[src/rtl/scarf_uart_cmd_if.sv]
// rtl/scarf_uart_cmd_if.sv - UART/SCARF framing bus between command block and its environment
interface scarf_uart_cmd_if;
  logic [7:0] rx_data;
  logic       rx_valid;
  logic [7:0] data_in;
  logic       data_in_valid;
  logic       data_in_finished;
  logic [6:0] slave_id;
  logic       rnw;
  logic [7:0] read_data_in;
  logic [7:0] tx_data;
  logic       tx_send;
  logic       tx_busy;
  logic       resp_overflow;

  // master: the command framer itself
  modport master (
    input  rx_data, rx_valid, read_data_in, tx_busy,
    output data_in, data_in_valid, data_in_finished, slave_id, rnw,
           tx_data, tx_send, resp_overflow
  );

  // slave: UART receiver/transmitter and slave blocks around the framer
  modport slave (
    output rx_data, rx_valid, read_data_in, tx_busy,
    input  data_in, data_in_valid, data_in_finished, slave_id, rnw,
           tx_data, tx_send, resp_overflow
  );
endinterface

[src/rtl/scarf_uart_cmd.sv]
// rtl/scarf_uart_cmd.sv - frames UART rx bytes into SCARF transactions, queues read data to tx
module scarf_uart_cmd #(
  parameter logic [15:0] IDLE_TIMEOUT = 16'd2000,
  parameter int          RD_LATENCY   = 3,
  parameter int          FIFO_DEPTH   = 4
) (
  input  logic              clk,
  input  logic              rst_n_sync,
  scarf_uart_cmd_if.master  bus
);

  localparam int AW = $clog2(FIFO_DEPTH);

  typedef enum logic [1:0] {IDLE, DATA, FINISH} state_t;

  state_t              state, state_nxt;
  logic                hdr_take, byte_take;
  logic [15:0]         tmo_cnt;
  logic [7:0]          data_in_r;
  logic                data_in_valid_r;
  logic [6:0]          slave_id_r;
  logic                rnw_r;
  logic [RD_LATENCY-1:0] rd_pipe;
  logic [7:0]          mem [FIFO_DEPTH];
  logic [AW:0]         wr_ptr, rd_ptr;
  logic                fifo_empty, fifo_full, push, pop, do_push;
  logic [7:0]          tx_data_r;
  logic                tx_send_r;
  logic                ovf_r;

  // Next-state decode: header opens a frame, payload reloads timeout, expiry closes it
  always_comb begin
    state_nxt = state;
    hdr_take  = 1'b0;
    byte_take = 1'b0;
    case (state)
      IDLE: begin
        if (bus.rx_valid) begin
          hdr_take  = 1'b1;
          state_nxt = DATA;
        end
      end
      DATA: begin
        // A byte arriving on the expiry cycle keeps the frame open
        if (bus.rx_valid) begin
          byte_take = 1'b1;
        end else if (tmo_cnt == 16'd0) begin
          state_nxt = FINISH;
        end
      end
      FINISH:  state_nxt = IDLE;
      default: state_nxt = IDLE;
    endcase
  end

  // FSM state register
  always_ff @(posedge clk or negedge rst_n_sync) begin
    if (!rst_n_sync) state <= IDLE;
    else             state <= state_nxt;
  end

  // Frame registers: header fields, forwarded payload and idle timeout
  always_ff @(posedge clk or negedge rst_n_sync) begin
    if (!rst_n_sync) begin
      data_in_r       <= 8'd0;
      data_in_valid_r <= 1'b0;
      slave_id_r      <= 7'd0;
      rnw_r           <= 1'b0;
      tmo_cnt         <= 16'd0;
    end else begin
      data_in_valid_r <= byte_take;
      if (byte_take) data_in_r <= bus.rx_data;
      if (hdr_take) begin
        slave_id_r <= bus.rx_data[6:0];
        rnw_r      <= bus.rx_data[7];
      end else if (state == FINISH) begin
        slave_id_r <= 7'd0;
        rnw_r      <= 1'b0;
      end
      if (hdr_take || byte_take)               tmo_cnt <= IDLE_TIMEOUT;
      else if (state == DATA && tmo_cnt != 0)  tmo_cnt <= tmo_cnt - 16'd1;
    end
  end

  // Read-latency token pipe; tokens already launched survive the end of the frame
  always_ff @(posedge clk or negedge rst_n_sync) begin
    if (!rst_n_sync) rd_pipe <= '0;
    else             rd_pipe <= {rd_pipe[RD_LATENCY-2:0], data_in_valid_r & rnw_r};
  end

  assign push       = rd_pipe[RD_LATENCY-1];
  assign fifo_empty = (wr_ptr == rd_ptr);
  assign fifo_full  = (wr_ptr[AW] != rd_ptr[AW]) && (wr_ptr[AW-1:0] == rd_ptr[AW-1:0]);
  assign pop        = !fifo_empty && !bus.tx_busy && !tx_send_r;
  // When full, a simultaneous pop frees the slot being written
  assign do_push    = push && (!fifo_full || pop);

  // Response FIFO storage
  always_ff @(posedge clk) begin
    if (do_push) mem[wr_ptr[AW-1:0]] <= bus.read_data_in;
  end

  // FIFO pointers, transmit handshake and sticky overflow flag
  always_ff @(posedge clk or negedge rst_n_sync) begin
    if (!rst_n_sync) begin
      wr_ptr    <= '0;
      rd_ptr    <= '0;
      tx_data_r <= 8'd0;
      tx_send_r <= 1'b0;
      ovf_r     <= 1'b0;
    end else begin
      if (do_push) wr_ptr <= wr_ptr + 1'b1;
      if (pop) begin
        rd_ptr    <= rd_ptr + 1'b1;
        tx_data_r <= mem[rd_ptr[AW-1:0]];
      end
      tx_send_r <= pop;
      if (hdr_take)                      ovf_r <= 1'b0;
      else if (push && fifo_full && !pop) ovf_r <= 1'b1;
    end
  end

  assign bus.data_in          = data_in_r;
  assign bus.data_in_valid    = data_in_valid_r;
  assign bus.data_in_finished = (state == FINISH);
  assign bus.slave_id         = slave_id_r;
  assign bus.rnw              = rnw_r;
  assign bus.tx_data          = tx_data_r;
  assign bus.tx_send          = tx_send_r;
  assign bus.resp_overflow    = ovf_r;

endmodule
[src/flat_wrapper.sv]
// flat-port wrapper written by rule: the top's interface ports become plain ports
module scarf_uart_cmd_flat 
#(
  parameter logic [15:0] IDLE_TIMEOUT = 16'd2000,
  parameter int          RD_LATENCY   = 3,
  parameter int          FIFO_DEPTH   = 4
)
  (clk, rst_n_sync, bus_rx_data, bus_rx_valid, bus_read_data_in, bus_tx_busy, bus_data_in, bus_data_in_valid, bus_data_in_finished, bus_slave_id, bus_rnw, bus_tx_data, bus_tx_send, bus_resp_overflow);
  scarf_uart_cmd_if bus_i ();
  input  logic clk;
  input  logic rst_n_sync;
  input wire logic [$bits(bus_i.rx_data)-1:0] bus_rx_data;
  input wire logic [$bits(bus_i.rx_valid)-1:0] bus_rx_valid;
  input wire logic [$bits(bus_i.read_data_in)-1:0] bus_read_data_in;
  input wire logic [$bits(bus_i.tx_busy)-1:0] bus_tx_busy;
  output wire logic [$bits(bus_i.data_in)-1:0] bus_data_in;
  output wire logic [$bits(bus_i.data_in_valid)-1:0] bus_data_in_valid;
  output wire logic [$bits(bus_i.data_in_finished)-1:0] bus_data_in_finished;
  output wire logic [$bits(bus_i.slave_id)-1:0] bus_slave_id;
  output wire logic [$bits(bus_i.rnw)-1:0] bus_rnw;
  output wire logic [$bits(bus_i.tx_data)-1:0] bus_tx_data;
  output wire logic [$bits(bus_i.tx_send)-1:0] bus_tx_send;
  output wire logic [$bits(bus_i.resp_overflow)-1:0] bus_resp_overflow;
  assign bus_i.rx_data = bus_rx_data;
  assign bus_i.rx_valid = bus_rx_valid;
  assign bus_i.read_data_in = bus_read_data_in;
  assign bus_i.tx_busy = bus_tx_busy;
  assign bus_data_in = bus_i.data_in;
  assign bus_data_in_valid = bus_i.data_in_valid;
  assign bus_data_in_finished = bus_i.data_in_finished;
  assign bus_slave_id = bus_i.slave_id;
  assign bus_rnw = bus_i.rnw;
  assign bus_tx_data = bus_i.tx_data;
  assign bus_tx_send = bus_i.tx_send;
  assign bus_resp_overflow = bus_i.resp_overflow;
  scarf_uart_cmd #(.IDLE_TIMEOUT(IDLE_TIMEOUT), .RD_LATENCY(RD_LATENCY), .FIFO_DEPTH(FIFO_DEPTH)) u_core (.clk(clk), .rst_n_sync(rst_n_sync), .bus(bus_i));
endmodule
[config.mk]
export PLATFORM = sky130hd
export DESIGN_NAME = scarf_uart_cmd_flat
export DESIGN_NICKNAME = d
export VERILOG_FILES = /design/src/rtl/scarf_uart_cmd_if.sv /design/src/rtl/scarf_uart_cmd.sv /design/src/flat_wrapper.sv
export SDC_FILE = /design/constraint.sdc
export NUM_CORES = 1
export LEC_CHECK = 0
export BUFFER_PORTS_ARGS = -buffer_cell sky130_fd_sc_hd__buf_2
export CAP_MARGIN = 25
export CORE_UTILIZATION = 64
export CTS_BUF_LIST = sky130_fd_sc_hd__clkbuf_8
export DETAILED_ROUTE_END_ITERATION = 12
export GPL_TIMING_DRIVEN = 0
export PLACE_DENSITY_LB_ADDON = 0.1
export SYNTH_ARGS = -nofsm -noshare
export SYNTH_HDL_FRONTEND = slang
export SYNTH_SLANG_ARGS = --single-unit
[constraint.sdc]
create_clock -name clk -period 4.15 [get_ports clk]
set_clock_uncertainty 0.2 [all_clocks]
set_input_delay 0.415 -clock clk [delete_from_list [all_inputs] [get_ports clk]]
set_output_delay 0.415 -clock clk [all_outputs]
set_load 0.05 [all_outputs]
# Yosys cells after proc, flatten, opt, wreduce, memory -nomap -nowiden
# Memories as Yosys holds them, arrays and structs flattened. A register that Yosys moved wholly into a read port is not among the register bits.
# Cells that the tools add are included.
[word_totals]
word_cells = 63
ramBits = 32
memories = 1
register_bits = 46
input_bits = 20
out_inout_bits = 28
[op_classes]
reduce_logical = 22
n_bitwise = 1
add_sub_neg = 3
n_eq_ne = 8
muxes = 17
[memory_table]
columns = ["name", "words", "word_bits", "read_ports", "rd_ports_with_merged_regs", "wr", "line", "rtl"]
rows = [
  ["u_core.mem", 4, 8, 1, 1, 1, "scarf_uart_cmd.sv:24", "logic [7:0] mem [FIFO_DEPTH];"],
]
[op_table]
columns = ["op", "n"]
rows = [
  ["16-bit 2-to-1 mux", 2],
  ["16-bit logical NOT", 1],
  ["16-bit nonzero test", 1],
  ["16-bit by 1-bit subtractor with 16-bit output (second input constant)", 1],
  ["7-bit 2-to-1 mux", 2],
  ["1-bit 2-to-1 mux", 9],
  ["1-bit logical AND", 7],
  ["3-bit by 1-bit adder with 3-bit output (second input constant)", 2],
  ["1-bit logical NOT", 6],
  ["2-bit 2-to-1 mux", 3],
  ["2-bit nonzero test", 3],
  ["2-bit inequality test (second input constant)", 2],
  ["2-bit case mux with 2 select lines", 1],
  ["3-bit == test", 1],
  ["3-bit AND reduction", 1],
  ["2-bit by 1-bit == test with 1-bit output (second input constant)", 1],
  ["2-bit == test", 1],
  ["2-bit == test (second input constant)", 1],
  ["2-bit logical NOT", 1],
  ["1-bit logical OR", 2],
  ["2-bit by 1-bit inequality test with 1-bit output (second input constant)", 1],
  ["1-bit AND", 1],
  ["1-bit inequality test", 1],
]

# Depth between registers and ports, before layout
# Gate-level depths: netlist of the first run.
[logic_depth]
ltp_word = 8
mapped_depth = 7
depth_no_buf = 6

# Least setup slack after synthesis of the first run
# OpenSTA, ideal clock, no wires.
[synth_timing]
path_type = "flip-flop to output port"
from = "reg u_core.state[1]"
to = "out bus_data_in_finished"
path_slack_ns = 1.976
path_stages_with_launch = 4
t_arrival_ns = 1.559
required_time_ns = 3.535
n_path_buf = 2
cell_sequence = "dfrtp_1 > clkbuf_1 > clkbuf_1 > nor2b_1"
[synth_via]
elab_chain_len = 1
[synth_rtl]
columns = ["item", "line", "rtl"]
rows = [
  ["start, declared", "scarf_uart_cmd.sv:16", "state_t state, state_nxt;"],
  ["start signal, assigned", "scarf_uart_cmd.sv:59", "else state <= state_nxt;"],
  ["2-bit == test", "scarf_uart_cmd.sv:125", "assign bus.data_in_finished = (state == FINISH);"],
  ["end, declared", "flat_wrapper.sv:18", "output wire logic [$bits(bus_i.data_in_finished)-1:0] bus_data_in_finished;"],
]
# No other way between the ends.

# Worst setup path in the final report of the first run
[layout_timing]
from = "reg u_core.tmo_cnt[0]"
to = "reg u_core.tmo_cnt[1]"
[layout_via]
elab_chain_len = 3
elab_cells_between_ends = 6
classes_between = "1 x add/sub; 2 x mux; 3 x reduce/logical"
[layout_rtl]
columns = ["item", "line", "rtl"]
rows = [
  ["start, declared", "scarf_uart_cmd.sv:18", "logic [15:0] tmo_cnt;"],
  ["start signal, assigned", "scarf_uart_cmd.sv:81", "else if (state == DATA && tmo_cnt != 0) tmo_cnt <= tmo_cnt - 16'd1;"],
  ["16-bit by 1-bit subtractor with 16-bit output / 16-bit nonzero test (equally long branches)", "scarf_uart_cmd.sv:81", ""],
  ["16-bit 2-to-1 mux / 1-bit logical AND (equally long branches)", "scarf_uart_cmd.sv:81", ""],
  ["16-bit 2-to-1 mux / 2-bit nonzero test (equally long branches)", "-", ""],
]
# Parallel ways exist; a longest one is shown, timed or not. The select of a mux whose other input is x is not followed.
# A chain may end at the register's enable or synchronous reset.

==> results.md, run 1 <==
* Combined area of the multi-input logic cells at roughly 0.0013 sq mm
* Unique masters post-synth at 45
* Req. time, crit path at 4180 ps
* Fin. max-slew vios at 0
* Std-Cell Rows at 27
* Final antenna diode count at 0
* WHS Endpoint: u_core.mem[0][0]
* Area delta synth->final at 14.5%
* Post-synthesis async set-or-reset flop share at 62.8%
* RSZ-0062 raised after global routing: false
* Number of antenna violations at the first check in global routing at 0
* Setup violation total in the final timing report at 0
* Global Route Usage Sum at between 20% and 30%
* Core Box Area at 0.00557 sq mm
* Cell Area, Synth at 0.00374 sq mm
* Final worst path period share at around three fifths
* Register Area at 0.00231 sq mm
* Number of clock sinks seen by CTS at 86
* Final worst setup slack at 1720 ps
* Max cap viols at 0
* Status: complete, no violations
* Shortest period the worst path allows at 2430 ps
* Number of nets in the synthesized netlist at 309
* Number of buffers created by CTS at 9
* Portion of the post-synthesis area used by sequential elements at 61.8%
* Endpoint kind of the worst setup timing path: flip-flop
* Floorplan die area at 0.00615 sq mm
* Post-synthesis sequential element count at 86
* Post-route core utilization at 76.8%
* Number of I/O pins at 48
* Critical Setup Path Class: flip-flop to flip-flop
* Via density at 6.09
* Reg2Reg Setup Slack at 1720 ps
* Share of final-layout standard cells stronger than drive strength 1 at between 20 and 30%
* Layout fillers at around 360
* Worst Path Arrival at 2470 ps
* Die X at 78.4 um
* Detailed-route DRC error count at 0
* Count of port buffers added during placement at 47
* Detailed Place HPWL at 4.94 mm
* Die Y-Extent at ~78 um
* Worst slew margin relative to its limit at approximately three fifths
* Crit-path max FO at 10
* Count of yosys warnings during synthesis at 0
* Worst setup path startpoint: u_core.tmo_cnt[0]
* Worst R2R Start: u_core.tmo_cnt[0]
* Largest vdd supply drop at between 0.4 and 0.5 mV
* CTS clk-pin slew, worst paths at approximately 80 ps
* Total power consumption of the routed design at 2.49 mW
* Total Routed Length at 7.22 mm
* Synth Flop Type: sky130_fd_sc_hd__dfrtp_1
* # nets final at 369
* Length of the first detailed-routing pass in iterations at 4
* Worst Reg2Reg Path Length in Cells at 7
* Total of cells resized after clock tree synthesis at 0
* Pin count of the biggest net entering global routing at 32
* Worst setup slack after placement at 1710 ps
* Average wire per cell in the routed design at 17.2 um
* CTS max path bufs at 2
* Hold path startpoint: bus_read_data_in[0]
* Count of flip-flops with a built-in enable after synthesis at 32
* Min-Delay Path Depth at 1
* Number of instances in the synthesized netlist at 283
* Transition time at the pin with the least slew margin at roughly 600 ps
* Leakage power at 1.70 nW
* Remaining number of nets flagged by the antenna check after routing at 0
* # H-tree levels at 3
* Min-Delay Path Class: input port to flip-flop
* GR Overflow Total at 0
* Starting DRT DRC Count at about 170
* Vias at between 2,000 and 3,000
* Number of failing hold endpoints at the final stage at 0
* RePlAce Congestion at 0.804
* Clock latency on the worst-skew pair at ~350 ps
* Vias in the first global route at between 2,000 and 3,000
* Mean cell area of the mapped netlist at 13.2 sq um
* Critical Path Source Type: flip-flop
* Setup_tns at 0 ps
* Cell area power density at slightly below 600 mW/mm^2
* CTS tree: done
* Clock tree root driver cell: sky130_fd_sc_hd__clkbuf_8
* Buffer count from post-CTS setup fixing at 0
* Maximum achievable frequency at 411 MHz
* First-pass GRT wire length at 11.9 mm
* RR Endpoint: u_core.tmo_cnt[1]
* Effective utilization at floorplan at between 60 and 70%
state kept, by name (all words and copies together) (netlist names):
| name | flops |
|---|---|
| u_core.bus.tx_data | 8 |
| u_core.state | 2 |
| u_core.bus.slave_id | 7 |
| u_core.wr_ptr | 3 |
| u_core.tmo_cnt | 16 |
| u_core.bus.tx_send | 1 |
| u_core.bus.resp_overflow | 1 |
| u_core.bus.data_in | 8 |
| u_core.mem | 32 |
| u_core.bus.rnw | 1 |
| u_core.rd_ptr | 3 |
| u_core.bus.data_in_valid | 1 |
| u_core.rd_pipe | 3 |
area by class of cell:
cell class	instances	share of cell area (%)
plain buffers	13	1.32
clock buffers	9	2.89
clock inverters	7	1.46
inverters	7	0.614
multi-input cells	177	31.4
flip-flops and latches	86	54.0
well taps	72	2.10
repair buffers	49	6.20
critical path, stage by stage, from the launching register on:
cell	delay [ps]
sky130_fd_sc_hd__dfrtp_1	440
sky130_fd_sc_hd__inv_1	100
sky130_fd_sc_hd__ha_1	250
sky130_fd_sc_hd__nor4b_1	330
sky130_fd_sc_hd__and4_1	310
sky130_fd_sc_hd__clkbuf_1	350
sky130_fd_sc_hd__nor4_1	90
sky130_fd_sc_hd__a31o_2	230
where the power goes:
group,internal (mW),switching (mW)
clock network,0.273,0.286
logic,0.301,0.492
registers,1.06,0.0823
kinds of logic (layout without fill, tap and decap cells):
group / after synthesis / after routing / synth area share, %
flip-flops: 86 / 86 / 61.8
multiplexers: 25 / 25 / 9.94
adder cells (fa/ha/maj): 6 / 6 / 2.01
buffers and inverters: 20 / 85 / 2.21
AO/OA/AOI/OAI: 45 / 45 / 7.36
AND/OR/NAND/NOR: 93 / 93 / 14.8
XOR/XNOR: 8 / 8 / 1.87
cells in the final DEF (no fill, tap or decap), types with 5 or more instances in the layout:
| cell | instances |
|---|---|
| sky130_fd_sc_hd__nand3_1 | 8 |
| sky130_fd_sc_hd__nor3_1 | 6 |
| sky130_fd_sc_hd__and2_1 | 6 |
| sky130_fd_sc_hd__or3_1 | 7 |
| sky130_fd_sc_hd__nand2_1 | 19 |
| sky130_fd_sc_hd__a21oi_1 | 14 |
| sky130_fd_sc_hd__edfxtp_1 | 32 |
| sky130_fd_sc_hd__nor2b_1 | 12 |
| sky130_fd_sc_hd__o21ai_0 | 16 |
| sky130_fd_sc_hd__buf_2 | 50 |
| sky130_fd_sc_hd__clkbuf_8 | 9 |
| sky130_fd_sc_hd__dfrtp_1 | 54 |
| sky130_fd_sc_hd__clkbuf_1 | 9 |
| sky130_fd_sc_hd__mux4_2 | 8 |
| sky130_fd_sc_hd__mux2_2 | 17 |
| sky130_fd_sc_hd__xnor2_1 | 5 |
| sky130_fd_sc_hd__inv_1 | 7 |
| sky130_fd_sc_hd__nor4_1 | 5 |
| sky130_fd_sc_hd__ha_1 | 6 |
routing by layer:
| metal | global-route usage [%] | part of all wire [%] | vias to the layer above |
|---|---|---|---|
| met5 | 0 | 0 | - |
| met4 | 11.7 | 1.5 | 0 |
| met3 | 4.30 | 3.7 | 10 |
| met2 | 41.7 | 50 | 64 |
| met1 | 35.3 | 44 | 1302 |
| li1 | - | - | 1182 |
what timing repair did:
item / CTS / global route
hold endpoints to repair: 23 / 0
endpoints found under the setup margin: 0 / 0
hold buffers: 1 / 0
worst max path at each step:
stage,end,slack [ps],cells past startpoint
final,u_core.tmo_cnt[1],1720,7
after global routing,u_core.tmo_cnt[1],1540,7
after CTS,u_core.mem[0][1],1700,4
after detailed placement,u_core.mem[2][4],1710,4
after global placement,u_core.mem[3][4],1760,4
after floorplan,bus_data_in_finished,1980,3
cells in the mapped netlist, types with 7 or more instances:
cell	count	share of area, %
sky130_fd_sc_hd__inv_1	7	0.70
sky130_fd_sc_hd__dfrtp_1	54	36
sky130_fd_sc_hd__nor2b_1	12	2.0
sky130_fd_sc_hd__nand2_1	19	1.9
sky130_fd_sc_hd__edfxtp_1	32	26
sky130_fd_sc_hd__a21oi_1	14	1.9
sky130_fd_sc_hd__mux4_2	8	4.8
sky130_fd_sc_hd__mux2_2	17	5.1
sky130_fd_sc_hd__clkbuf_1	9	0.90
sky130_fd_sc_hd__or3_1	7	1.2
sky130_fd_sc_hd__o21ai_0	16	2.1
sky130_fd_sc_hd__nand3_1	8	1.1
through the flow:
stage	hold WS, ps	cells	cell area (sq um)
final	74.4	420	4280
after global routing	71.7	420	4280
after CTS	66.5	420	4280
after detailed placement	140	403	4080
after global placement	134	402	4060
after floorplan	-80.6	283	3740
No activity file was read; power rests on OpenSTA's default activity.
==> inputs of run 2 (changes only) <==
--- a/config.mk
+++ b/config.mk
@@ -5,9 +5,10 @@
 export SDC_FILE = /design/constraint.sdc
 export NUM_CORES = 1
 export LEC_CHECK = 0
+export ABC_AREA = 1
 export BUFFER_PORTS_ARGS = -buffer_cell sky130_fd_sc_hd__buf_2
 export CAP_MARGIN = 25
-export CORE_UTILIZATION = 64
+export CORE_UTILIZATION = 60
 export CTS_BUF_LIST = sky130_fd_sc_hd__clkbuf_8
 export DETAILED_ROUTE_END_ITERATION = 12
 export GPL_TIMING_DRIVEN = 0
==> constraint.sdc (replaced) <==
create_clock -name clk -period 2.45 [get_ports clk]
set_clock_uncertainty 0.2 [all_clocks]
set_input_delay 0.245 -clock clk [delete_from_list [all_inputs] [get_ports clk]]
set_output_delay 0.245 -clock clk [all_outputs]
set_load 0.05 [all_outputs]
==> results.md, run 2 <==
* Transition time at the pin with the least slew margin at between 700 and 800 ps
* Count of yosys warnings during synthesis at 0
* Post-route met1 wirelength at 3.36 mm
* RR Endpoint: u_core.mem[0][7]
* Number of buffers created by CTS at 9
* Setup violation total in the final timing report at 0
* Worst slew margin relative to its limit at a little over half
* Count of flip-flops with a built-in enable after synthesis at 32
* Number of failing hold endpoints at the final stage at 0
* GR Overflow Total at 0
* Critical Setup Path Class: input port to flip-flop
* Post-route worst hold slack at about 110 ps
* Effective utilization at floorplan at 64.0%
* Area share of the largest cell type after synthesis at 34.8%
* CTS tree: done
* Mean cell area of the mapped netlist at approximately 9.5 sq um
* Pin count of the biggest net entering global routing at 42
* Total power consumption of the routed design at 4.34 mW
* Length of the first detailed-routing pass in iterations at 5
* Top library cells by usage in the layout, fill and taps aside: sky130_fd_sc_hd__nand2_1, sky130_fd_sc_hd__dfrtp_1, sky130_fd_sc_hd__buf_2, sky130_fd_sc_hd__nor2_1, sky130_fd_sc_hd__inv_1
* Via density at 5.26
* Flip-flop count of the largest register after layout at 32
* CTS clk-pin slew, worst paths at 90 ps
* Core Box Area at roughly 0.006 sq mm
* Count of port buffers added during placement at 47
* Std-Cell Rows at 28
* Non-filler instance count after layout at 567
* Number of instances in the synthesized netlist at 409
* Uppermost metal layer occupied by signal nets: met4
* Final worst path period share at between 80% and 90%
* Worst R2R Start: u_core.rd_ptr[0]
* CTS max path bufs at 2
* RSZ-0062 raised after global routing: false
* Shortest period the worst path allows at 2200 ps
* Detailed Place HPWL at 5.06 mm
* Portion of the post-synthesis area used by sequential elements at 59.6%
* Worst setup slack after placement at 146 ps
* Starting DRT DRC Count at 180
* Status: complete, no violations
* Average wire per cell in the routed design at 13.8 um
* Post-synthesis sequential element count at 86
* Maximum achievable frequency at 456 MHz
* Global Route Usage Sum at 25.8%
* Met3 Wirelength at 422 um
* Req. time, crit path at 2240 ps
* Sum of met2 wire segment lengths after detailed routing at 3.92 mm
* Unique masters post-synth at 29
* # H-tree levels at 3
* Vias at around 3,000
* Synth Flop Type: sky130_fd_sc_hd__dfrtp_1
* Clock tree root driver cell: sky130_fd_sc_hd__clkbuf_8
* Final worst setup slack at 255 ps
* Largest cells by area after synthesis: sky130_fd_sc_hd__dfrtp_1, sky130_fd_sc_hd__edfxtp_1, sky130_fd_sc_hd__nand2_1
* Die X at ~82 um
* Commonest non-fill, non-tap cell in the layout: sky130_fd_sc_hd__nand2_1
* Share of final-layout standard cells stronger than drive strength 1 at 20.9%
* Largest vdd supply drop at 0.941 mV
* # nets final at 513
* First-pass GRT wire length at 12.6 mm
* Vias in the first global route at 2,823
* Most common library cells after synthesis: sky130_fd_sc_hd__nand2_1, sky130_fd_sc_hd__dfrtp_1, sky130_fd_sc_hd__nor2_1
* Reg2Reg Setup Slack at 330 ps
* Detailed-route DRC error count at 0
* Critical Path Source Type: input port
* Final antenna diode count at 0
* Number of antenna violations at the first check in global routing at 0
* Area delta synth->final at 19.2%
* Post-synthesis async set-or-reset flop share at a little over three fifths
* Worst setup path startpoint: bus_tx_busy
* Cell Area, Synth at 0.00388 sq mm
* Cell area power density at 940 mW/mm^2
* Total Routed Length at 7.85 mm
* Setup_tns at 0 ps
* Most frequent cell after synthesis: sky130_fd_sc_hd__nand2_1
* RePlAce Congestion at 0.853
* Number of clock sinks seen by CTS at 86
* Fin. max-slew vios at 0
* Number of I/O pins at 48
* Number of nets in the synthesized netlist at 435
* Crit-path max FO at 8
* Remaining number of nets flagged by the antenna check after routing at 0
* Worst Reg2Reg Path Length in Cells at 6
* Max cap viols at 0
* Termination of the worst setup path: u_core.mem[0][7]
* Total placed cells including tap cells at between 500 and 600
* Floorplan die area at 0.00679 sq mm
* Leakage power at 2.22 nW
* Die Y-Extent at 82.4 um
* Clock latency on the worst-skew pair at 360 ps
* Top cell type by total area after synthesis: sky130_fd_sc_hd__dfrtp_1
* Endpoint kind of the worst setup timing path: flip-flop
* Worst Path Arrival at 1990 ps
* Min-Delay Path Class: input port to async pin
==> run 2: cell count changes in the layout (fill, tap and decap cells not counted), moves of 14 or more <==
cell,delta
sky130_fd_sc_hd__dlygate4sd3_1,+18
sky130_fd_sc_hd__inv_1,+38
sky130_fd_sc_hd__mux2_2,-17
sky130_fd_sc_hd__nand2_1,+83
sky130_fd_sc_hd__nor2_1,+44
sky130_fd_sc_hd__o21ai_0,+14
==> run 2: kinds of logic after synthesis <==
| logic type | synth area share, % |
|---|---|
| simple gates | 22.4 |
| flops | 59.6 |
| buf+inv | 6.26 |
| compound gates | 8.20 |
| xor+xnor | 1.58 |
| fa+ha+maj | 1.94 |
==> run 2: stage by stage <==
stage | util, % | cell area (sq um)
6_report | 76.2 | 4620
2_1_floorplan | - | 3880
4_1_cts | 76.1 | 4610
3_3_place_gp | 69.4 | 4210
5_1_grt | 76.2 | 4620
3_5_place_dp | 69.7 | 4230
==> run 2: worst min path at each step <==
stage,cells past startpoint,startpoint,slack (ps),to
CTS,2,rst_n_sync,110,u_core.bus.tx_data[0]
floorplan,0,rst_n_sync,-250,u_core.bus.data_in[0]
global placement,0,u_core.rd_pipe[1],130,u_core.rd_pipe[2]
finish,2,rst_n_sync,110,u_core.bus.tx_data[0]
global route,2,rst_n_sync,150,u_core.wr_ptr[2]
detailed placement,1,rst_n_sync,-30,u_core.rd_ptr[2]
==> run 2: power breakdown <==
| part | switching (mW) | internal, mW |
|---|---|---|
| sequential | 0.137 | 1.71 |
| clock | 0.494 | 0.491 |
| combinational | 1.06 | 0.457 |
| total | 1.69 | 2.66 |
==> run 2: per-layer routing <==
layer / global-route usage [%] / vias up
met1: 29.4 / 1401
met3: 6.81 / 12
met4: 11.9 / 0
met2: 45.1 / 93
met5: 0 / -
li1: - / 1479
==> run 2: area by class of cell <==
cell class | instances | area (sq um)
Buffer | 9 | 66.3
Inverter | 47 | 176
Tap cell | 75 | 93.8
Timing Repair Buffer | 67 | 445
Sequential cell | 86 | 2310
Clock inverter | 6 | 56.3
Multi-Input combinational cell | 267 | 1330
Clock buffer | 10 | 138
Fill cell | 436 | 1440
==> run 2: repair_timing <==
action                                  4_1_cts  5_1_grt
endpoints found under the setup margin        0       18
buffers inserted                              0        0
resized for setup                             0        4
hold buffers                                 19        0
hold endpoints to repair                    105        0
==> run 2: critical path, cell delays in order <==
cell	delay [ps]
sky130_fd_sc_hd__dlygate4sd3_1	530
sky130_fd_sc_hd__buf_2	120
sky130_fd_sc_hd__nor2_1	250
sky130_fd_sc_hd__nor2_1	120
sky130_fd_sc_hd__nand2_1	140
sky130_fd_sc_hd__nand2_2	150
sky130_fd_sc_hd__nor2_2	430
==> inputs of run 3 (changes only) <==
--- a/config.mk
+++ b/config.mk
@@ -6,11 +6,11 @@
 export NUM_CORES = 1
 export LEC_CHECK = 0
 export ABC_AREA = 1
-export BUFFER_PORTS_ARGS = -buffer_cell sky130_fd_sc_hd__buf_2
 export CAP_MARGIN = 25
-export CORE_UTILIZATION = 60
+export CORE_UTILIZATION = 65
 export CTS_BUF_LIST = sky130_fd_sc_hd__clkbuf_8
 export DETAILED_ROUTE_END_ITERATION = 12
+export DONT_BUFFER_PORTS = 1
 export GPL_TIMING_DRIVEN = 0
 export PLACE_DENSITY_LB_ADDON = 0.1
 export SYNTH_ARGS = -nofsm -noshare
==> results.md, run 3 (synthesis gave the netlist of run 2 again) <==
* Status: complete, no violations
* Cell area power density at between 900 and 1000 mW/mm^2
* Delay contributed by the slowest stage of the critical path at between 500 and 600 ps
* Number of clock sinks seen by CTS at 86
* Clock latency on the worst-skew pair at 350 ps
* # H-tree levels at 3
* Worst Path Arrival at 2070 ps
* Endpoint kind of the worst setup timing path: flip-flop
* RSZ-0062 raised after global routing: false
* Worst path most repeated cell: sky130_fd_sc_hd__nor2_1
* Vias at between 2,000 and 3,000
* Min-Delay Path Depth at 4
* Worst slew margin relative to its limit at 37.8%
* Std-Cell Rows at 27
* CTS tree: done
* Number of failing hold endpoints at the final stage at 0
* Total Routed Length at 7.67 mm
* Switching share of power at 38.9%
* Setup violation total in the final timing report at 0
* CTS clk-pin slew, worst paths at 80 ps
* Ordered cell list for the critical path: nor2_1, nor2_1, nand2_1, nand2_2, nor2_2
* Hold path startpoint: bus_rx_valid
* Slowest CP cell: sky130_fd_sc_hd__dfrtp_1
* Buffer count from post-CTS setup fixing at 0
* Vias in the first global route at 2,849
* Starting DRT DRC Count at 115
* Remaining number of nets flagged by the antenna check after routing at 0
* Top library cells by usage in the layout, fill and taps aside: sky130_fd_sc_hd__nand2_1, sky130_fd_sc_hd__dfrtp_1, sky130_fd_sc_hd__nor2_1, sky130_fd_sc_hd__inv_1, sky130_fd_sc_hd__edfxtp_1
* Worst R2R Start: u_core.bus.tx_send
* Largest vdd supply drop at 0.707 mV
* Fin. max-slew vios at 0
* Layout fillers at 369
* Global Route Usage Sum at a little over a quarter
* Flip-flop count of the largest register after layout at 32
* Total placed cells including tap cells at between 400 and 500
* RR Endpoint: u_core.mem[3][7]
* Share of final-layout standard cells stronger than drive strength 1 at 12.8%
* Die Y-Extent at 79.2 um
* Via density at 5.56
* Final antenna diode count at 0
* Count of port buffers added during placement at 0
* Leakage power at 2.01 nW
* Number of I/O pins at 48
* Core Box Area at 0.00564 sq mm
* Worst Reg2Reg Path Length in Cells at 5
* Shortest period the worst path allows at 2280 ps
* Crit-path max FO at 8
* Effective utilization at floorplan at 68.7%
* Design internal power at between 2 and 3 mW
* Length of the first detailed-routing pass in iterations at 4
* Detailed-route DRC error count at 0
* Number of antenna violations at the first check in global routing at 0
* Non-filler instance count after layout at between 500 and 600
* Total net switching power at 1.69 mW
* Critical Setup Path Class: flip-flop to flip-flop
* Clock power frac at between 20 and 30%
* Combinational power share at 23.5%
* Final worst path period share at between 90% and 100%
* Req. time, crit path at 2240 ps
* # nets final at around 470
* Min-Delay Path Class: input port to flip-flop
* Area delta synth->final at 13.9%
* Number of buffers created by CTS at 9
* RePlAce Congestion at 0.849
* GR Overflow Total at 0
* Die X at 79.2 um
* Sequential share of power at 51.4%
* Maximum achievable frequency at between 400 and 500 MHz
* Floorplan die area at approximately 0.0063 sq mm
* WHS Endpoint: u_core.tmo_cnt[4]
* Reg2Reg Setup Slack at 170 ps
* CTS max path bufs at 2
* First-pass GRT wire length at 12.8 mm
* Detailed Place HPWL at 5.07 mm
* Post-route core utilization at 78.3%
* Clock tree root driver cell: sky130_fd_sc_hd__clkbuf_8
* Post-route worst hold slack at 54.5 ps
* Critical Path Source Type: flip-flop
* Pin count of the biggest net entering global routing at 55
* Max cap viols at 0
* Transition time at the pin with the least slew margin at 929 ps
* Average wire per cell in the routed design at 14.8 um
* Commonest non-fill, non-tap cell in the layout: sky130_fd_sc_hd__nand2_1
## run 3: layer usage
layer	up-vias	global-route usage [%]	routed length, um
met1	1406	30.9	3210
met4	0	8.73	101
met3	11	7.59	350
met5	-	0	0
li1	1382	-	-
met2	77	49.6	4010
## run 3: cell type report
class | instances | area (sq um) | area share [%]
flip-flops and latches | 86 | 2310 | 52.4
multi-input cells | 267 | 1330 | 30.2
repair buffers | 20 | 218 | 4.93
inverters | 47 | 176 | 4.00
clock buffers | 9 | 124 | 2.81
clock inverters | 7 | 96.3 | 2.18
well taps | 72 | 90.1 | 2.04
plain buffers | 9 | 66.3 | 1.50
## run 3: metrics by stage
| stage | area (sq um) | TNS (ps) | power [mW] | setup slack [ps] |
|---|---|---|---|---|
| floorplan | 3880 | 0 | 2.98 | 341 |
| global placement | 3970 | -43.8 | 3.17 | -5.94 |
| detailed placement | 3970 | -193 | 3.22 | -21.3 |
| CTS | 4410 | -412 | 4.35 | -27.5 |
| global route | 4420 | 0 | 4.60 | 55.2 |
| finish | 4420 | 0 | 4.35 | 169 |
## run 3: power groups by stage
stage / Clock (mW) / Sequential [mW] / Combinational [mW]
after floorplan: 0 / 2.23 / 0.750
after global placement: 0 / 2.26 / 0.906
after detailed placement: 0 / 2.27 / 0.951
after CTS: 1.10 / 2.24 / 1.01
after global routing: 1.17 / 2.27 / 1.16
final: 1.09 / 2.24 / 1.02
## run 3: worst max-delay path by stage
| stage | slack (ps) | endpoint | cells past startpoint | from |
|---|---|---|---|---|
| 5_1_grt | 60 | u_core.mem[2][0] | 5 | u_core.bus.tx_send |
| 3_5_place_dp | -20 | u_core.mem[2][6] | 5 | u_core.bus.tx_send |
| 2_1_floorplan | 340 | u_core.mem[0][0] | 5 | u_core.bus.tx_send |
| 3_3_place_gp | -6 | u_core.mem[3][7] | 5 | u_core.bus.tx_send |
| 6_report | 170 | u_core.mem[3][7] | 5 | u_core.bus.tx_send |
| 4_1_cts | -30 | u_core.mem[1][1] | 5 | u_core.bus.tx_send |
## run 3: what timing repair did
item	in CTS	in global routing
setup endpoints to repair	24	24
endpoints found under the hold margin	107	0
pin swaps	0	0
hold buffers	20	0
resized for setup	1	3
## run 3: critical path, delay by kind of cell (launching register included)
family / cells / cell delay (ps)
AND/OR/NAND/NOR: 5 / 1150
flip-flops: 1 / 570
